**config.mk**
```make
export PLATFORM = sky130hd
export DESIGN_NAME = pulse_sequencer
export DESIGN_NICKNAME = d
export VERILOG_FILES = /design/src/rtl/pulse_pkg.sv /design/src/rtl/pulse_cmd_fifo.sv /design/src/rtl/pulse_sequencer.sv
export SDC_FILE = /design/constraint.sdc
export NUM_CORES = 1
export LEC_CHECK = 0
export CAP_MARGIN = 20
export CORE_MARGIN = 2
export CORE_UTILIZATION = 30
export CTS_CLUSTER_SIZE = 28
export DETAILED_ROUTE_END_ITERATION = 10
export GPL_TIMING_DRIVEN = 0
export PLACE_DENSITY = 0.57
export SETUP_SLACK_MARGIN = 0.5
export SYNTH_ARGS = -nofsm -noshare
export SYNTH_HDL_FRONTEND = slang
export SYNTH_SLANG_ARGS = --single-unit
export TNS_END_PERCENT = 30
```
**constraint.sdc**
```tcl
create_clock -name clk -period 8.6 [get_ports clk]
set_clock_uncertainty 0.1 [all_clocks]
set_input_delay 2.58 -clock clk [delete_from_list [all_inputs] [get_ports clk]]
set_output_delay 2.58 -clock clk [all_outputs]
set_load 0.01 [all_outputs]
```
**src/rtl/pulse_pkg.sv**
```systemverilog
// Shared types and sizing for the pulse sequencer and its command FIFO.
package pulse_pkg;

    localparam int unsigned DEPTH   = 8;
    localparam int unsigned AMP_W   = 8;
    localparam int unsigned DELAY_W = 8;
    localparam int unsigned PTR_W   = $clog2(DEPTH);
    localparam int unsigned CNT_W   = $clog2(DEPTH) + 1;

    typedef struct packed {
        logic [AMP_W-1:0]   amp;
        logic [DELAY_W-1:0] delay;
    } pulse_cmd_t;

    typedef enum logic [1:0] {
        SEQ_IDLE,
        SEQ_WAIT,
        SEQ_FIRE,
        SEQ_HOLD
    } seq_state_t;

endpackage

```
**src/rtl/pulse_cmd_fifo.sv**
```systemverilog
// Synchronous show-ahead FIFO of pulse commands with synchronous clear.
module pulse_cmd_fifo
    import pulse_pkg::*;
(
    input  logic             clk,
    input  logic             rst_n,
    input  logic             push,
    input  logic             pop,
    input  logic             clear,
    input  pulse_cmd_t       wr_data,
    output pulse_cmd_t       rd_data,
    output logic             full,
    output logic             empty,
    output logic [CNT_W-1:0] count
);

    pulse_cmd_t       mem_q [DEPTH];
    pulse_cmd_t       mem_d [DEPTH];
    logic [PTR_W-1:0] wr_ptr_q, wr_ptr_d;
    logic [PTR_W-1:0] rd_ptr_q, rd_ptr_d;
    logic [CNT_W-1:0] count_q, count_d;
    logic             do_push;
    logic             do_pop;

    assign full    = (count_q == CNT_W'(DEPTH));
    assign empty   = (count_q == '0);
    assign count   = count_q;
    assign rd_data = mem_q[rd_ptr_q];

    // Pointer wrap relies on DEPTH being a power of two.
    always_comb begin
        mem_d    = mem_q;
        wr_ptr_d = wr_ptr_q;
        rd_ptr_d = rd_ptr_q;
        count_d  = count_q;
        do_push  = push && !full;
        do_pop   = pop && !empty;
        if (clear) begin
            wr_ptr_d = '0;
            rd_ptr_d = '0;
            count_d  = '0;
        end else begin
            if (do_push) begin
                mem_d[wr_ptr_q] = wr_data;
                wr_ptr_d        = wr_ptr_q + PTR_W'(1);
            end
            if (do_pop) begin
                rd_ptr_d = rd_ptr_q + PTR_W'(1);
            end
            count_d = count_q + CNT_W'(do_push) - CNT_W'(do_pop);
        end
    end

    always_ff @(posedge clk) begin
        if (!rst_n) begin
            wr_ptr_q <= '0;
            rd_ptr_q <= '0;
            count_q  <= '0;
        end else begin
            wr_ptr_q <= wr_ptr_d;
            rd_ptr_q <= rd_ptr_d;
            count_q  <= count_d;
        end
    end

    // Storage needs no reset; occupancy is tracked by count_q.
    always_ff @(posedge clk) begin
        mem_q <= mem_d;
    end

endmodule

```
**src/rtl/pulse_sequencer.sv**
```systemverilog
// Queues timed pulse commands and issues one trigger per command to the pulse
// controller, using pulse_active as back-pressure.
module pulse_sequencer
    import pulse_pkg::*;
(
    input  logic               clk,
    input  logic               rst_n,
    input  logic               cmd_valid,
    output logic               cmd_ready,
    input  logic [AMP_W-1:0]   cmd_amp,
    input  logic [DELAY_W-1:0] cmd_delay,
    input  logic               run,
    input  logic               abort,
    input  logic               pulse_active,
    output logic               trigger,
    output logic [AMP_W-1:0]   amplitude,
    output logic               busy,
    output logic [CNT_W-1:0]   fifo_count,
    output logic               pulse_done
);

    seq_state_t         state_q, state_d;
    logic [DELAY_W-1:0] cnt_q, cnt_d;
    logic [AMP_W-1:0]   amp_q, amp_d;
    logic               done_q, done_d;

    pulse_cmd_t         wr_cmd;
    pulse_cmd_t         head_cmd;
    logic               fifo_full;
    logic               fifo_empty;
    logic               fifo_push;
    logic               fifo_pop;

    assign wr_cmd.amp   = cmd_amp;
    assign wr_cmd.delay = cmd_delay;

    // Abort drops any push and pop in the same cycle along with the queue.
    assign fifo_push = cmd_valid && !fifo_full && !abort;
    assign fifo_pop  = (state_q == SEQ_IDLE) && run && !fifo_empty && !abort;

    pulse_cmd_fifo u_fifo (
        .clk     (clk),
        .rst_n   (rst_n),
        .push    (fifo_push),
        .pop     (fifo_pop),
        .clear   (abort),
        .wr_data (wr_cmd),
        .rd_data (head_cmd),
        .full    (fifo_full),
        .empty   (fifo_empty),
        .count   (fifo_count)
    );

    assign cmd_ready  = !fifo_full;
    assign busy       = (state_q != SEQ_IDLE);
    assign amplitude  = amp_q;
    assign pulse_done = done_q;
    assign trigger    = (state_q == SEQ_FIRE) && !pulse_active && !abort;

    always_comb begin
        state_d = state_q;
        cnt_d   = cnt_q;
        amp_d   = amp_q;
        done_d  = 1'b0;
        if (abort) begin
            state_d = SEQ_IDLE;
            cnt_d   = '0;
            amp_d   = '0;
        end else begin
            unique case (state_q)
                SEQ_IDLE: begin
                    if (fifo_pop) begin
                        cnt_d   = head_cmd.delay;
                        amp_d   = head_cmd.amp;
                        state_d = SEQ_WAIT;
                    end
                end
                SEQ_WAIT: begin
                    if (cnt_q == '0) begin
                        state_d = SEQ_FIRE;
                    end else begin
                        cnt_d = cnt_q - DELAY_W'(1);
                    end
                end
                // Hold off the trigger while a previous pulse is still running.
                SEQ_FIRE: begin
                    if (!pulse_active) begin
                        state_d = SEQ_HOLD;
                    end
                end
                SEQ_HOLD: begin
                    if (!pulse_active) begin
                        done_d  = 1'b1;
                        amp_d   = '0;
                        state_d = SEQ_IDLE;
                    end
                end
                default: state_d = SEQ_IDLE;
            endcase
        end
    end

    always_ff @(posedge clk) begin
        if (!rst_n) begin
            state_q <= SEQ_IDLE;
            cnt_q   <= '0;
            amp_q   <= '0;
            done_q  <= 1'b0;
        end else begin
            state_q <= state_d;
            cnt_q   <= cnt_d;
            amp_q   <= amp_d;
            done_q  <= done_d;
        end
    end

endmodule
```
==> results of run 1 <==
==> registers in the layout, indices dropped and copies added, names as in the netlist <==
signal	cells
cnt_q	8
u_fifo.rd_ptr_q	3
u_fifo.count	4
u_fifo.mem_q	128
amplitude	8
state_q	2
pulse_done	1
u_fifo.wr_ptr_q	3
==> metrics by stage <==
| step | setup WS, ns | cells | cell area, µm² | total power, mW |
|---|---|---|---|---|
| floorplan | 3.02 | 385 | 6540 | 0.900 |
| global placement | 1.68 | 697 | 7250 | 0.936 |
| detailed placement | 2.09 | 707 | 7430 | 0.941 |
| CTS | 2.07 | 739 | 8040 | 1.71 |
| global route | 1.94 | 739 | 8040 | 1.75 |
| finish | 2.09 | 739 | 8040 | 1.69 |
==> power breakdown <==
part | switching, mW | internal [mW] | leakage (nW)
Sequential | 0.00428 | 0.830 | 1.39
Combinational | 0.0490 | 0.0406 | 0.945
Clock | 0.326 | 0.440 | 0.294
Total | 0.380 | 1.31 | 2.63
==> layout make-up <==
type | instances | area [µm²] | area share [%]
sequential | 157 | 4420 | 55.0
multi-input combinational | 195 | 1960 | 24.3
timing repair buffer | 47 | 531 | 6.60
clock buffer | 18 | 429 | 5.34
tap | 275 | 344 | 4.28
clock inverter | 14 | 175 | 2.18
buffer | 17 | 119 | 1.48
inverter | 16 | 60.1 | 0.747
==> worst max-delay path by stage <==
| stage | startpoint | cells after the start | slack [ns] | to |
|---|---|---|---|---|
| 3_5_place_dp | abort | 3 | 2.09 | trigger |
| 6_report | abort | 3 | 2.09 | trigger |
| 2_1_floorplan | abort | 1 | 3.02 | trigger |
| 4_1_cts | abort | 3 | 2.07 | trigger |
| 5_1_grt | abort | 3 | 1.94 | trigger |
| 3_3_place_gp | cmd_valid | 5 | 1.68 | u_fifo.mem_q[97] |
==> layer usage <==
layer	vias to the layer above	routed length, µm
met4	0	178
met1	1773	6260
met5	-	0
met3	12	683
met2	82	6400
li1	1660	-
==> tightest hold or removal path, delay by kind of cell, from the launching register on <==
kind,cells,cell delay [ns]
flops,1,0.32
simple gates,1,0.07
compound gates,1,0.06
==> synthesized netlist by cell type (2+ instances only) <==
cell and instances:
sky130_fd_sc_hd__o211ai_1 2, sky130_fd_sc_hd__ha_1 15, sky130_fd_sc_hd__a31oi_1 7, sky130_fd_sc_hd__mux4_2 10, sky130_fd_sc_hd__xor2_1 4, sky130_fd_sc_hd__a21o_1 3, sky130_fd_sc_hd__nor2b_1 3, sky130_fd_sc_hd__o21ai_0 5
sky130_fd_sc_hd__a211o_1 2, sky130_fd_sc_hd__a211oi_1 2, sky130_fd_sc_hd__inv_1 16, sky130_fd_sc_hd__nor3_1 4, sky130_fd_sc_hd__a22oi_1 9, sky130_fd_sc_hd__mux2_2 15, sky130_fd_sc_hd__mux2i_1 4, sky130_fd_sc_hd__buf_12 2
sky130_fd_sc_hd__edfxtp_1 128, sky130_fd_sc_hd__dfxtp_1 29, sky130_fd_sc_hd__nand2_1 16, sky130_fd_sc_hd__mux4_1 20, sky130_fd_sc_hd__buf_6 2, sky130_fd_sc_hd__a21oi_1 7, sky130_fd_sc_hd__nor2_1 31, sky130_fd_sc_hd__nor3b_1 3
sky130_fd_sc_hd__nand2b_1 7, sky130_fd_sc_hd__buf_2 6, sky130_fd_sc_hd__xnor2_1 2, sky130_fd_sc_hd__nand3_1 5, sky130_fd_sc_hd__and3_1 2, sky130_fd_sc_hd__nand3b_1 2, sky130_fd_sc_hd__clkbuf_1 7, sky130_fd_sc_hd__a2111oi_0 2
==> placed cells by master (no fill, tap or decap), types with 8 or more instances in the layout <==
cell type and count:
sky130_fd_sc_hd__inv_1 16, sky130_fd_sc_hd__dfxtp_1 29, sky130_fd_sc_hd__nor2_1 25, sky130_fd_sc_hd__mux4_2 10, sky130_fd_sc_hd__clkbuf_1 8, sky130_fd_sc_hd__mux2_2 15
sky130_fd_sc_hd__edfxtp_1 128, sky130_fd_sc_hd__clkdlybuf4s50_1 37, sky130_fd_sc_hd__nand2_1 16, sky130_fd_sc_hd__mux4_1 20, sky130_fd_sc_hd__a22oi_1 9, sky130_fd_sc_hd__clkbuf_16 17
sky130_fd_sc_hd__ha_1 15
==> cells by family (layout without fill, tap and decap cells) <==
logic type,after synthesis,after routing,synth area share (%)
flip-flops,157,157,67.7
AND/OR/NAND/NOR,78,78,5.92
multiplexers,49,49,14.7
AO/OA/AOI/OAI,46,46,4.98
buffers and inverters,33,112,2.74
adder cells (fa/ha/maj),16,16,3.18
XOR/XNOR,6,6,0.804
==> impl_metrics.prom, run 1 <==
# TYPE chip_impl_metric gauge
chip_impl_metric{name="final_layout_size_suffix_gt1_share",unit="%"} 19.0
chip_impl_info{name="critical_path.cell_chain",value="clkdlybuf4s50_1, nor3b_1, clkdlybuf4s50_1"} 1
chip_impl_info{name="source_of_the_worst_hold_timing_path",value="cnt_q[1]"} 1
chip_impl_metric{name="setup_viol",unit=""} 0
chip_impl_metric{name="firstDrtPassIters",unit=""} 4
chip_impl_metric{name="max-clock-path-buffers",unit=""} 2
chip_impl_metric{name="synth.net_count",unit=""} 423
chip_impl_info{name="critical_path.most_common_cell",value="sky130_fd_sc_hd__clkdlybuf4s50_1"} 1
chip_impl_metric{name="hold_ws",unit="ns"} 0.400
chip_impl_metric{name="max_cap_violations",unit=""} 0
chip_impl_info{name="cp-end-kind",value="primary output"} 1
chip_impl_info{name="r2r_start",value="u_fifo.count[2]"} 1
chip_impl_metric{name="grt_util_all_layers",unit="%"} 12.9
chip_impl_metric{name="dieArea",unit="µm²"} 23000
chip_impl_metric{name="worst-r2r-cell-count",unit=""} 7
chip_impl_metric{name="netlist_instances",unit=""} 385
chip_impl_metric{name="fillers",unit=""} 1966
chip_impl_metric{name="number_of_buffers_added_by_the_clock_tree_synthesis_step",unit=""} 17
chip_impl_metric{name="grt_antenna_before_repair",unit=""} 0
chip_impl_metric{name="worstMarginPinSlew",unit="ns"} 0.732
chip_impl_metric{name="worst_skew_pair.late_latency",unit="ns"} 0.43
chip_impl_metric{name="timing.final.crit_share",unit="%"} 75.7
chip_impl_metric{name="grt_pass1_wl",unit="µm"} 21200
chip_impl_metric{name="floorplan.initialDensity",unit="%"} 30.8
chip_impl_metric{name="first_global_vias",unit=""} 3755
chip_impl_metric{name="ff_latch_count_synth",unit=""} 157
chip_impl_info{name="synthTopCellsByArea",value="sky130_fd_sc_hd__edfxtp_1, sky130_fd_sc_hd__dfxtp_1, sky130_fd_sc_hd__mux4_1"} 1
chip_impl_metric{name="grt_util_met3",unit="%"} 3.77
chip_impl_info{name="worst_path_max_delay_cell",value="sky130_fd_sc_hd__clkdlybuf4s50_1"} 1
chip_impl_metric{name="grt_start_max_net_pins",unit=""} 17
chip_impl_metric{name="vias_per_cell",unit=""} 4.77
chip_impl_metric{name="slowest_delay",unit="ns"} 0.56
chip_impl_info{name="crit_type",value="in -> out"} 1
chip_impl_metric{name="setup_tns",unit="ns"} 0
chip_impl_metric{name="n_antenna_cell",unit=""} 0
chip_impl_metric{name="hold_path_depth",unit=""} 2
chip_impl_info{name="synth-main-ff-cell",value="sky130_fd_sc_hd__edfxtp_1"} 1
chip_impl_metric{name="placeableCoreArea",unit="µm²"} 21200
chip_impl_metric{name="timing.critical_path.fanout_max",unit=""} 4
chip_impl_info{name="holdCritPathClass",value="reg -> reg"} 1
chip_impl_metric{name="fraction_of_met1_tracks_used_by_global_routing",unit="%"} 16.6
chip_impl_metric{name="clk_transition_reported_paths",unit="ns"} 0.06
chip_impl_metric{name="cts_hold_buffers",unit=""} 0
chip_impl_metric{name="area_delta_synth_final",unit="%"} 23.0
chip_impl_metric{name="p_per_area",unit="nW/µm²"} 210
chip_impl_metric{name="number_of_drc_markers_in_iteration_0",unit=""} 244
chip_impl_metric{name="synth_sequential_area_ratio",unit="%"} 67.7
chip_impl_info{name="grt_setup_unrepaired",value="no"} 1
chip_impl_metric{name="cts_resized",unit=""} 0
chip_impl_metric{name="hold_violations",unit=""} 0
chip_impl_metric{name="total_leakage_power",unit="nW"} 2.63
chip_impl_metric{name="r2r_slack",unit="ns"} 5.85
chip_impl_metric{name="peakVddDrop",unit="µV"} 132
chip_impl_info{name="worst_hold_path.endpoint",value="cnt_q[1]"} 1
chip_impl_metric{name="period_needed",unit="ns"} 6.51
chip_impl_info{name="tritoncts",value="done"} 1
chip_impl_metric{name="postRouteWirelength",unit="µm"} 13500
chip_impl_metric{name="detailed_place_hpwl",unit="µm"} 9110
chip_impl_metric{name="routed_vias",unit=""} 3527
chip_impl_metric{name="port-buffer-count",unit=""} 37
chip_impl_info{name="outcome",value="finished clean"} 1
chip_impl_metric{name="boundaryPins",unit=""} 38
chip_impl_metric{name="synth.cell_area",unit="µm²"} 6540
chip_impl_metric{name="postCtsSetupBuffers",unit=""} 0
chip_impl_info{name="critical_path.top_delay_family",value="buffers and inverters"} 1
chip_impl_metric{name="postSynthAreaPerCell",unit="µm²"} 17.0
chip_impl_metric{name="ys_types",unit=""} 45
chip_impl_metric{name="global_route.usage.met2",unit="%"} 21.0
chip_impl_metric{name="post-route-drc-count",unit=""} 0
chip_impl_metric{name="wp_buf_inv",unit=""} 2
chip_impl_metric{name="clock_sinks",unit=""} 157
chip_impl_metric{name="cts_htree_levels",unit=""} 4
chip_impl_metric{name="postLayoutCoreUtil",unit="%"} 37.9
chip_impl_metric{name="finish.net_count",unit=""} 489
chip_impl_metric{name="globalRouteOverflowTotal",unit=""} 0
chip_impl_metric{name="upper_clock_frequency_limit",unit="MHz"} 154
chip_impl_metric{name="die_x",unit="µm"} 152
chip_impl_metric{name="yosysWarnings",unit=""} 0
chip_impl_info{name="worst_setup_path_start_kind",value="input port"} 1
chip_impl_info{name="synth.largest_area_cell",value="sky130_fd_sc_hd__edfxtp_1"} 1
chip_impl_metric{name="yosys.area.top_type_share",unit="%"} 58.8
chip_impl_info{name="capturing_point_of_the_worst_reg2reg_path",value="u_fifo.mem_q[105]"} 1
chip_impl_metric{name="final_report_max_slew_violation_count",unit=""} 0
chip_impl_metric{name="cp_data_required_time",unit="ns"} 5.92
chip_impl_metric{name="gpl.final_weighted_congestion",unit=""} 0.767
chip_impl_metric{name="synth_edf_count",unit=""} 128
chip_impl_metric{name="detail_route.wl_per_cell",unit="µm"} 18.3
chip_impl_metric{name="route.antenna.remaining_nets",unit=""} 0
chip_impl_info{name="ctsRootBufferMaster",value="sky130_fd_sc_hd__clkbuf_16"} 1
chip_impl_metric{name="fp.dieH",unit="µm"} 152
chip_impl_metric{name="standard_cell_row_count",unit=""} 53
chip_impl_metric{name="critPathArrivalTime",unit="ns"} 3.83
chip_impl_metric{name="asr_flop_ratio_synth",unit="%"} 0
chip_impl_metric{name="slew_headroom",unit="%"} 51.2
chip_impl_info{name="grt.busiest_layer",value="met2"} 1
Note: power is estimated with default switching activity, not from simulation.
==> inputs of run 2 (changes only) <==
Settings changed: PLACE_DENSITY 0.57 to 0.58.
Clock period 8.6 ns to 5.5 ns, I/O delays scaled along.
==> run 2 against run 1 <==
Worst setup slack worse by 1.3 ns. Die area stayed put. Critical path depth stayed put. Cell area shrank 0.11%. Power grew 55%. Register-to-register slack got worse by 3.2 ns. Count of clock-buffer cells in the layout rose by 2. Cell count is 0.14% lower. Sequential power rose by 57%. Global-route usage shrank 0.63 points. Worst hold slack got worse by 0.023 ns. Non-clock buffer count fell by 1.
==> impl_metrics.prom, run 2 (synthesis gave the netlist of run 1 again) <==
# TYPE chip_impl_metric gauge
chip_impl_metric{name="port-buffer-count",unit=""} 37
chip_impl_metric{name="post-route-drc-count",unit=""} 0
chip_impl_metric{name="peakVddDrop",unit="µV"} 179
chip_impl_metric{name="hold_violations",unit=""} 0
chip_impl_info{name="layout.cells.most_common",value="sky130_fd_sc_hd__edfxtp_1"} 1
chip_impl_metric{name="fin_area",unit="µm²"} 8030
chip_impl_metric{name="die_x",unit="µm"} 152
chip_impl_metric{name="setup_tns",unit="ns"} 0
chip_impl_metric{name="n_antenna_cell",unit=""} 0
chip_impl_metric{name="grt_antenna_before_repair",unit=""} 0
chip_impl_metric{name="clk_transition_reported_paths",unit="ns"} 0.06
chip_impl_metric{name="timing.critical_path.fanout_max",unit=""} 4
chip_impl_metric{name="routed_vias",unit=""} 3538
chip_impl_metric{name="largest_reg_flops",unit=""} 128
chip_impl_metric{name="placeableCoreArea",unit="µm²"} 21200
chip_impl_info{name="holdCritPathClass",value="reg -> reg"} 1
chip_impl_info{name="ctsRootBufferMaster",value="sky130_fd_sc_hd__clkbuf_16"} 1
chip_impl_info{name="crit_type",value="in -> out"} 1
chip_impl_metric{name="register_area",unit="µm²"} 4420
chip_impl_metric{name="final_report_max_slew_violation_count",unit=""} 0
chip_impl_metric{name="number_of_buffers_added_by_the_clock_tree_synthesis_step",unit=""} 17
chip_impl_metric{name="clock_sinks",unit=""} 157
chip_impl_metric{name="preCtsSetupSlack",unit="ns"} 0.854
chip_impl_metric{name="place.detailed.instances",unit=""} 706
chip_impl_metric{name="setup_viol",unit=""} 0
chip_impl_metric{name="worstMarginPinSlew",unit="ns"} 0.904
chip_impl_metric{name="total_leakage_power",unit="nW"} 2.62
chip_impl_metric{name="detail_route.wl_per_cell",unit="µm"} 18.2
chip_impl_info{name="worst_hold_path.endpoint",value="cnt_q[1]"} 1
chip_impl_metric{name="period_needed",unit="ns"} 4.66
chip_impl_metric{name="postRouteWirelength",unit="µm"} 13400
chip_impl_metric{name="globalRouteOverflowTotal",unit=""} 0
chip_impl_metric{name="r2r_slack",unit="ns"} 2.69
chip_impl_metric{name="postCtsSetupBuffers",unit=""} 0
chip_impl_metric{name="standard_cell_row_count",unit=""} 53
chip_impl_metric{name="vias_per_cell",unit=""} 4.79
chip_impl_metric{name="number_of_drc_markers_in_iteration_0",unit=""} 356
chip_impl_info{name="capturing_point_of_the_worst_reg2reg_path",value="u_fifo.mem_q[111]"} 1
chip_impl_metric{name="slew_headroom",unit="%"} 39.4
chip_impl_metric{name="grt_util_all_layers",unit="%"} 12.3
chip_impl_metric{name="cts_hold_buffers",unit=""} 0
chip_impl_metric{name="hold_ws",unit="ns"} 0.377
chip_impl_metric{name="floorplan.initialDensity",unit="%"} 30.8
chip_impl_info{name="worst_setup_path_start_kind",value="input port"} 1
chip_impl_metric{name="first_global_vias",unit=""} 3610
chip_impl_info{name="r2r_start",value="u_fifo.count[2]"} 1
chip_impl_metric{name="gpl.final_weighted_congestion",unit=""} 0.751
chip_impl_info{name="tritoncts",value="done"} 1
chip_impl_metric{name="cp_data_required_time",unit="ns"} 3.75
chip_impl_metric{name="route.antenna.remaining_nets",unit=""} 0
chip_impl_metric{name="cts_resized",unit=""} 0
chip_impl_metric{name="timing.final.crit_share",unit="%"} 84.7
chip_impl_metric{name="detailed_place_hpwl",unit="µm"} 8890
chip_impl_metric{name="hold_path_depth",unit=""} 2
chip_impl_metric{name="fillers",unit=""} 1947
chip_impl_metric{name="finish.net_count",unit=""} 488
chip_impl_metric{name="critPathArrivalTime",unit="ns"} 2.91
chip_impl_metric{name="max_cap_violations",unit=""} 0
chip_impl_info{name="outcome",value="finished clean"} 1
chip_impl_metric{name="area_delta_synth_final",unit="%"} 22.9
chip_impl_metric{name="worst-r2r-cell-count",unit=""} 6
chip_impl_metric{name="final_layout_size_suffix_gt1_share",unit="%"} 18.8
chip_impl_info{name="commonest_non_fill_non_tap_cells_in_the_layout",value="sky130_fd_sc_hd__edfxtp_1, sky130_fd_sc_hd__clkdlybuf4s50_1, sky130_fd_sc_hd__dfxtp_1"} 1
chip_impl_info{name="source_of_the_worst_hold_timing_path",value="cnt_q[1]"} 1
chip_impl_metric{name="dieArea",unit="µm²"} 23000
chip_impl_info{name="grt_setup_unrepaired",value="no"} 1
chip_impl_metric{name="area_taken_by_multi_input_logic_gates",unit="µm²"} 1960
chip_impl_info{name="crit_path_start",value="abort"} 1
chip_impl_info{name="cp-end-kind",value="primary output"} 1
chip_impl_metric{name="max-clock-path-buffers",unit=""} 2
chip_impl_metric{name="worst_skew_pair.late_latency",unit="ns"} 0.41
chip_impl_metric{name="fp.dieH",unit="µm"} 152
chip_impl_metric{name="firstDrtPassIters",unit=""} 4
chip_impl_metric{name="cts_htree_levels",unit=""} 4
chip_impl_metric{name="boundaryPins",unit=""} 38
chip_impl_metric{name="grt_start_max_net_pins",unit=""} 17
chip_impl_metric{name="grt_pass1_wl",unit="µm"} 20400
chip_impl_metric{name="placement.cell_area",unit="µm²"} 7420
chip_impl_metric{name="p_per_area",unit="nW/µm²"} 327
chip_impl_metric{name="final_critical_path_setup_slack",unit="ns"} 0.842
chip_impl_info{name="regMostFlops",value="u_fifo.mem_q"} 1
chip_impl_metric{name="number_of_standard_cells_in_the_layout_taps_in_and_fillers_out",unit=""} 738
chip_impl_metric{name="upper_clock_frequency_limit",unit="MHz"} 215
==> run 2: critical path, cell delays in order <==
cell and delay (ns):
sky130_fd_sc_hd__clkdlybuf4s50_1 0.46, sky130_fd_sc_hd__nor3b_1 0.23, sky130_fd_sc_hd__clkdlybuf4s50_1 0.57
==> run 2: worst max-delay path by stage <==
stage	slack, ns	end
3_5_place_dp	0.85	trigger
3_3_place_gp	-0.54	u_fifo.mem_q[97]
6_report	0.84	trigger
5_1_grt	0.70	trigger
4_1_cts	0.84	trigger
2_1_floorplan	1.65	u_fifo.mem_q[112]
==> run 2: final cells by class <==
type                    count  area share (%)
multi-input cells         195            24.4
clock inverters            12            1.87
inverters                  16           0.748
flip-flops and latches    157            55.1
well taps                 275            4.28
plain buffers              17            1.48
clock buffers              20            5.69
repair buffers             46            6.47
==> run 2: through the flow <==
step | power (mW) | utilization (%)
after CTS | 2.65 | 37.8
after global routing | 2.71 | 37.8
after detailed placement | 1.47 | 35.0
after floorplan | 1.41 | -
final | 2.63 | 37.8
after global placement | 1.46 | 34.2
==> run 2: per-layer routing <==
metal	global-route usage [%]	up-vias	routed length, µm
li1	-	1646	-
met4	3.98	0	155
met3	3.17	11	625
met2	19.8	76	6460
met1	16.4	1805	6200
met5	0	-	0
==> run 2: power by group <==
group          internal [mW]  switching (mW)  leakage [nW]  total, mW
Clock                  0.705           0.475         0.292       1.18
Sequential              1.30         0.00676          1.39       1.31
Combinational         0.0630          0.0770         0.939      0.140
==> inputs of run 3 (changes only) <==
Clock period 5.5 ns to 3.9 ns, I/O delays scaled along.
==> run 3 against run 2 <==
Worst hold slack better by 0.0015 ns. Critical endpoint unchanged. Worst setup slack worse by 0.35 ns. Clock power is 41% higher. Cell area increased by 0.20%. Combinational power is 42% higher. Critical path depth did not move.
==> impl_metrics.prom, run 3 (synthesis gave the netlist of run 1 again) <==
# TYPE chip_impl_metric gauge
chip_impl_metric{name="worst_skew_pair.late_latency",unit="ns"} 0.41
chip_impl_metric{name="number_of_drc_markers_in_iteration_0",unit=""} 344
chip_impl_metric{name="total_leakage_power",unit="nW"} 2.62
chip_impl_metric{name="gpl.final_weighted_congestion",unit=""} 0.751
chip_impl_metric{name="die_x",unit="µm"} 152
chip_impl_metric{name="standard_cell_row_count",unit=""} 53
chip_impl_metric{name="worstMarginPinSlew",unit="ns"} 0.742
chip_impl_metric{name="route.antenna.remaining_nets",unit=""} 0
chip_impl_metric{name="hold_ws",unit="ns"} 0.379
chip_impl_metric{name="grt_pass1_wl",unit="µm"} 20400
chip_impl_metric{name="hold_violations",unit=""} 0
chip_impl_metric{name="p_per_area",unit="nW/µm²"} 460
chip_impl_metric{name="cts_htree_levels",unit=""} 4
chip_impl_metric{name="final_critical_path_setup_slack",unit="ns"} 0.491
chip_impl_metric{name="fillers",unit=""} 1946
chip_impl_info{name="critical_path.cell_chain",value="clkdlybuf4s50_1, nor3b_1, dlygate4sd2_1"} 1
chip_impl_metric{name="placeableCoreArea",unit="µm²"} 21200
chip_impl_metric{name="routed_vias",unit=""} 3546
chip_impl_info{name="commonest_non_fill_non_tap_cells_in_the_layout",value="sky130_fd_sc_hd__edfxtp_1, sky130_fd_sc_hd__clkdlybuf4s50_1, sky130_fd_sc_hd__dfxtp_1"} 1
chip_impl_info{name="holdCritPathClass",value="reg -> reg"} 1
chip_impl_metric{name="grt_antenna_before_repair",unit=""} 0
chip_impl_metric{name="final_layout_size_suffix_gt1_share",unit="%"} 18.8
chip_impl_metric{name="setup_viol",unit=""} 0
chip_impl_metric{name="globalRouteOverflowTotal",unit=""} 0
chip_impl_metric{name="peakVddDrop",unit="µV"} 250
chip_impl_metric{name="area_delta_synth_final",unit="%"} 23.1
chip_impl_metric{name="preCtsSetupSlack",unit="ns"} -0.143
chip_impl_metric{name="critPathArrivalTime",unit="ns"} 2.14
chip_impl_info{name="grt_setup_unrepaired",value="yes"} 1
chip_impl_metric{name="wp_buf_inv",unit=""} 2
chip_impl_metric{name="postLayoutCoreUtil",unit="%"} 37.9
chip_impl_metric{name="timing.critical_path.fanout_max",unit=""} 4
chip_impl_metric{name="period_needed",unit="ns"} 3.41
chip_impl_metric{name="post-route-drc-count",unit=""} 0
chip_impl_metric{name="detailed_place_hpwl",unit="µm"} 8890
chip_impl_info{name="critical_path.top_delay_family",value="buffers and inverters"} 1
chip_impl_metric{name="slowest_delay",unit="ns"} 0.46
chip_impl_info{name="regMostFlops",value="u_fifo.mem_q"} 1
chip_impl_metric{name="n_antenna_cell",unit=""} 0
chip_impl_metric{name="clock_sinks",unit=""} 157
chip_impl_info{name="tritoncts",value="done"} 1
chip_impl_metric{name="cp_data_required_time",unit="ns"} 2.63
chip_impl_metric{name="largest_reg_flops",unit=""} 128
chip_impl_metric{name="dieArea",unit="µm²"} 23000
chip_impl_info{name="worst_path_max_delay_cell",value="sky130_fd_sc_hd__clkdlybuf4s50_1"} 1
chip_impl_metric{name="clk_transition_reported_paths",unit="ns"} 0.06
chip_impl_metric{name="number_of_buffers_added_by_the_clock_tree_synthesis_step",unit=""} 17
chip_impl_metric{name="grt_util_all_layers",unit="%"} 12.3
chip_impl_info{name="worst_setup_path_start_kind",value="input port"} 1
chip_impl_info{name="source_of_the_worst_hold_timing_path",value="cnt_q[1]"} 1
chip_impl_info{name="crit_path_start",value="abort"} 1
chip_impl_info{name="r2r_start",value="u_fifo.count[2]"} 1
chip_impl_metric{name="fin_area",unit="µm²"} 8050
chip_impl_metric{name="detail_route.wl_per_cell",unit="µm"} 18.3
chip_impl_metric{name="upper_clock_frequency_limit",unit="MHz"} 293
chip_impl_info{name="outcome",value="finished clean"} 1
chip_impl_metric{name="final_report_max_slew_violation_count",unit=""} 0
chip_impl_metric{name="timing.final.crit_share",unit="%"} 87.4
chip_impl_metric{name="slew_headroom",unit="%"} 50.5
chip_impl_metric{name="firstDrtPassIters",unit=""} 4
chip_impl_metric{name="vias_per_cell",unit=""} 4.80
chip_impl_info{name="crit_type",value="in -> out"} 1
chip_impl_info{name="ctsRootBufferMaster",value="sky130_fd_sc_hd__clkbuf_16"} 1
chip_impl_metric{name="postCtsSetupBuffers",unit=""} 0
chip_impl_metric{name="boundaryPins",unit=""} 38
chip_impl_metric{name="placement.cell_area",unit="µm²"} 7420
chip_impl_metric{name="fp.dieH",unit="µm"} 152
chip_impl_metric{name="max_cap_violations",unit=""} 0
chip_impl_metric{name="max-clock-path-buffers",unit=""} 2
chip_impl_metric{name="floorplan.initialDensity",unit="%"} 30.8
chip_impl_metric{name="finish.net_count",unit=""} 488
chip_impl_metric{name="port-buffer-count",unit=""} 37
chip_impl_metric{name="postRouteWirelength",unit="µm"} 13500
chip_impl_metric{name="grt_start_max_net_pins",unit=""} 17
chip_impl_metric{name="power",unit="mW"} 3.70
chip_impl_metric{name="first_global_vias",unit=""} 3610
chip_impl_info{name="cp-end-kind",value="primary output"} 1
chip_impl_info{name="layout.cells.most_common",value="sky130_fd_sc_hd__edfxtp_1"} 1
## run 3: cell types whose count changed in the layout (fill, tap and decap cells not counted), sizes merged
cell           delta
dlygate4sd2       +1
clkdlybuf4s50     -1
## run 3: where the power goes
part           internal [mW]  leakage [nW]  switching (mW)
combinational         0.0893         0.935           0.109
clock                  0.995         0.292           0.668
sequential              1.83          1.39         0.00976
total                   2.92          2.62           0.787
## run 3: final timing paths
check                    endpoint  depth (start not counted)  slack (ns)
setup / recovery          trigger                          3        0.49
hold / removal           cnt_q[1]                          2        0.38
setup reg to reg  u_fifo.count[2]                         12        1.19
hold reg to reg          cnt_q[1]                          2        0.38
## run 3: area by class of cell
| class | instances | area, µm² | area share (%) |
|---|---|---|---|
| timing repair buffer | 46 | 518 | 6.44 |
| sequential | 157 | 4420 | 55.0 |
| inverter | 16 | 60.1 | 0.746 |
| clock inverter | 12 | 150 | 1.87 |
| buffer | 17 | 119 | 1.48 |
| clock buffer | 20 | 457 | 5.68 |
| tap | 275 | 344 | 4.28 |
| multi-input combinational | 195 | 1970 | 24.5 |
## run 3: metrics by stage
step / cells / setup TNS (ns)
final: 738 / 0
after global routing: 738 / 0
after CTS: 738 / 0
after detailed placement: 706 / -1.44
after global placement: 697 / -106.89
after floorplan: 385 / 0
## run 3: timing repair
item | CTS | global route
resized for setup | 2 | 2
endpoints found under the setup margin | 32 | 42
hold buffers | 0 | 0
## run 3: tightest hold or removal path: cells and delay by family, from the launching register on
kind | cells | cell delay, ns
compound gates | 1 | 0.05
flops | 1 | 0.32
simple gates | 1 | 0.06
## run 3: routing by layer
metal	global-route usage, %	vias to the layer above	wire length [µm]
met5	0	-	0
met4	3.98	0	168
met3	3.17	12	635
met2	19.8	77	6450
met1	16.4	1814	6220
li1	-	1643	-
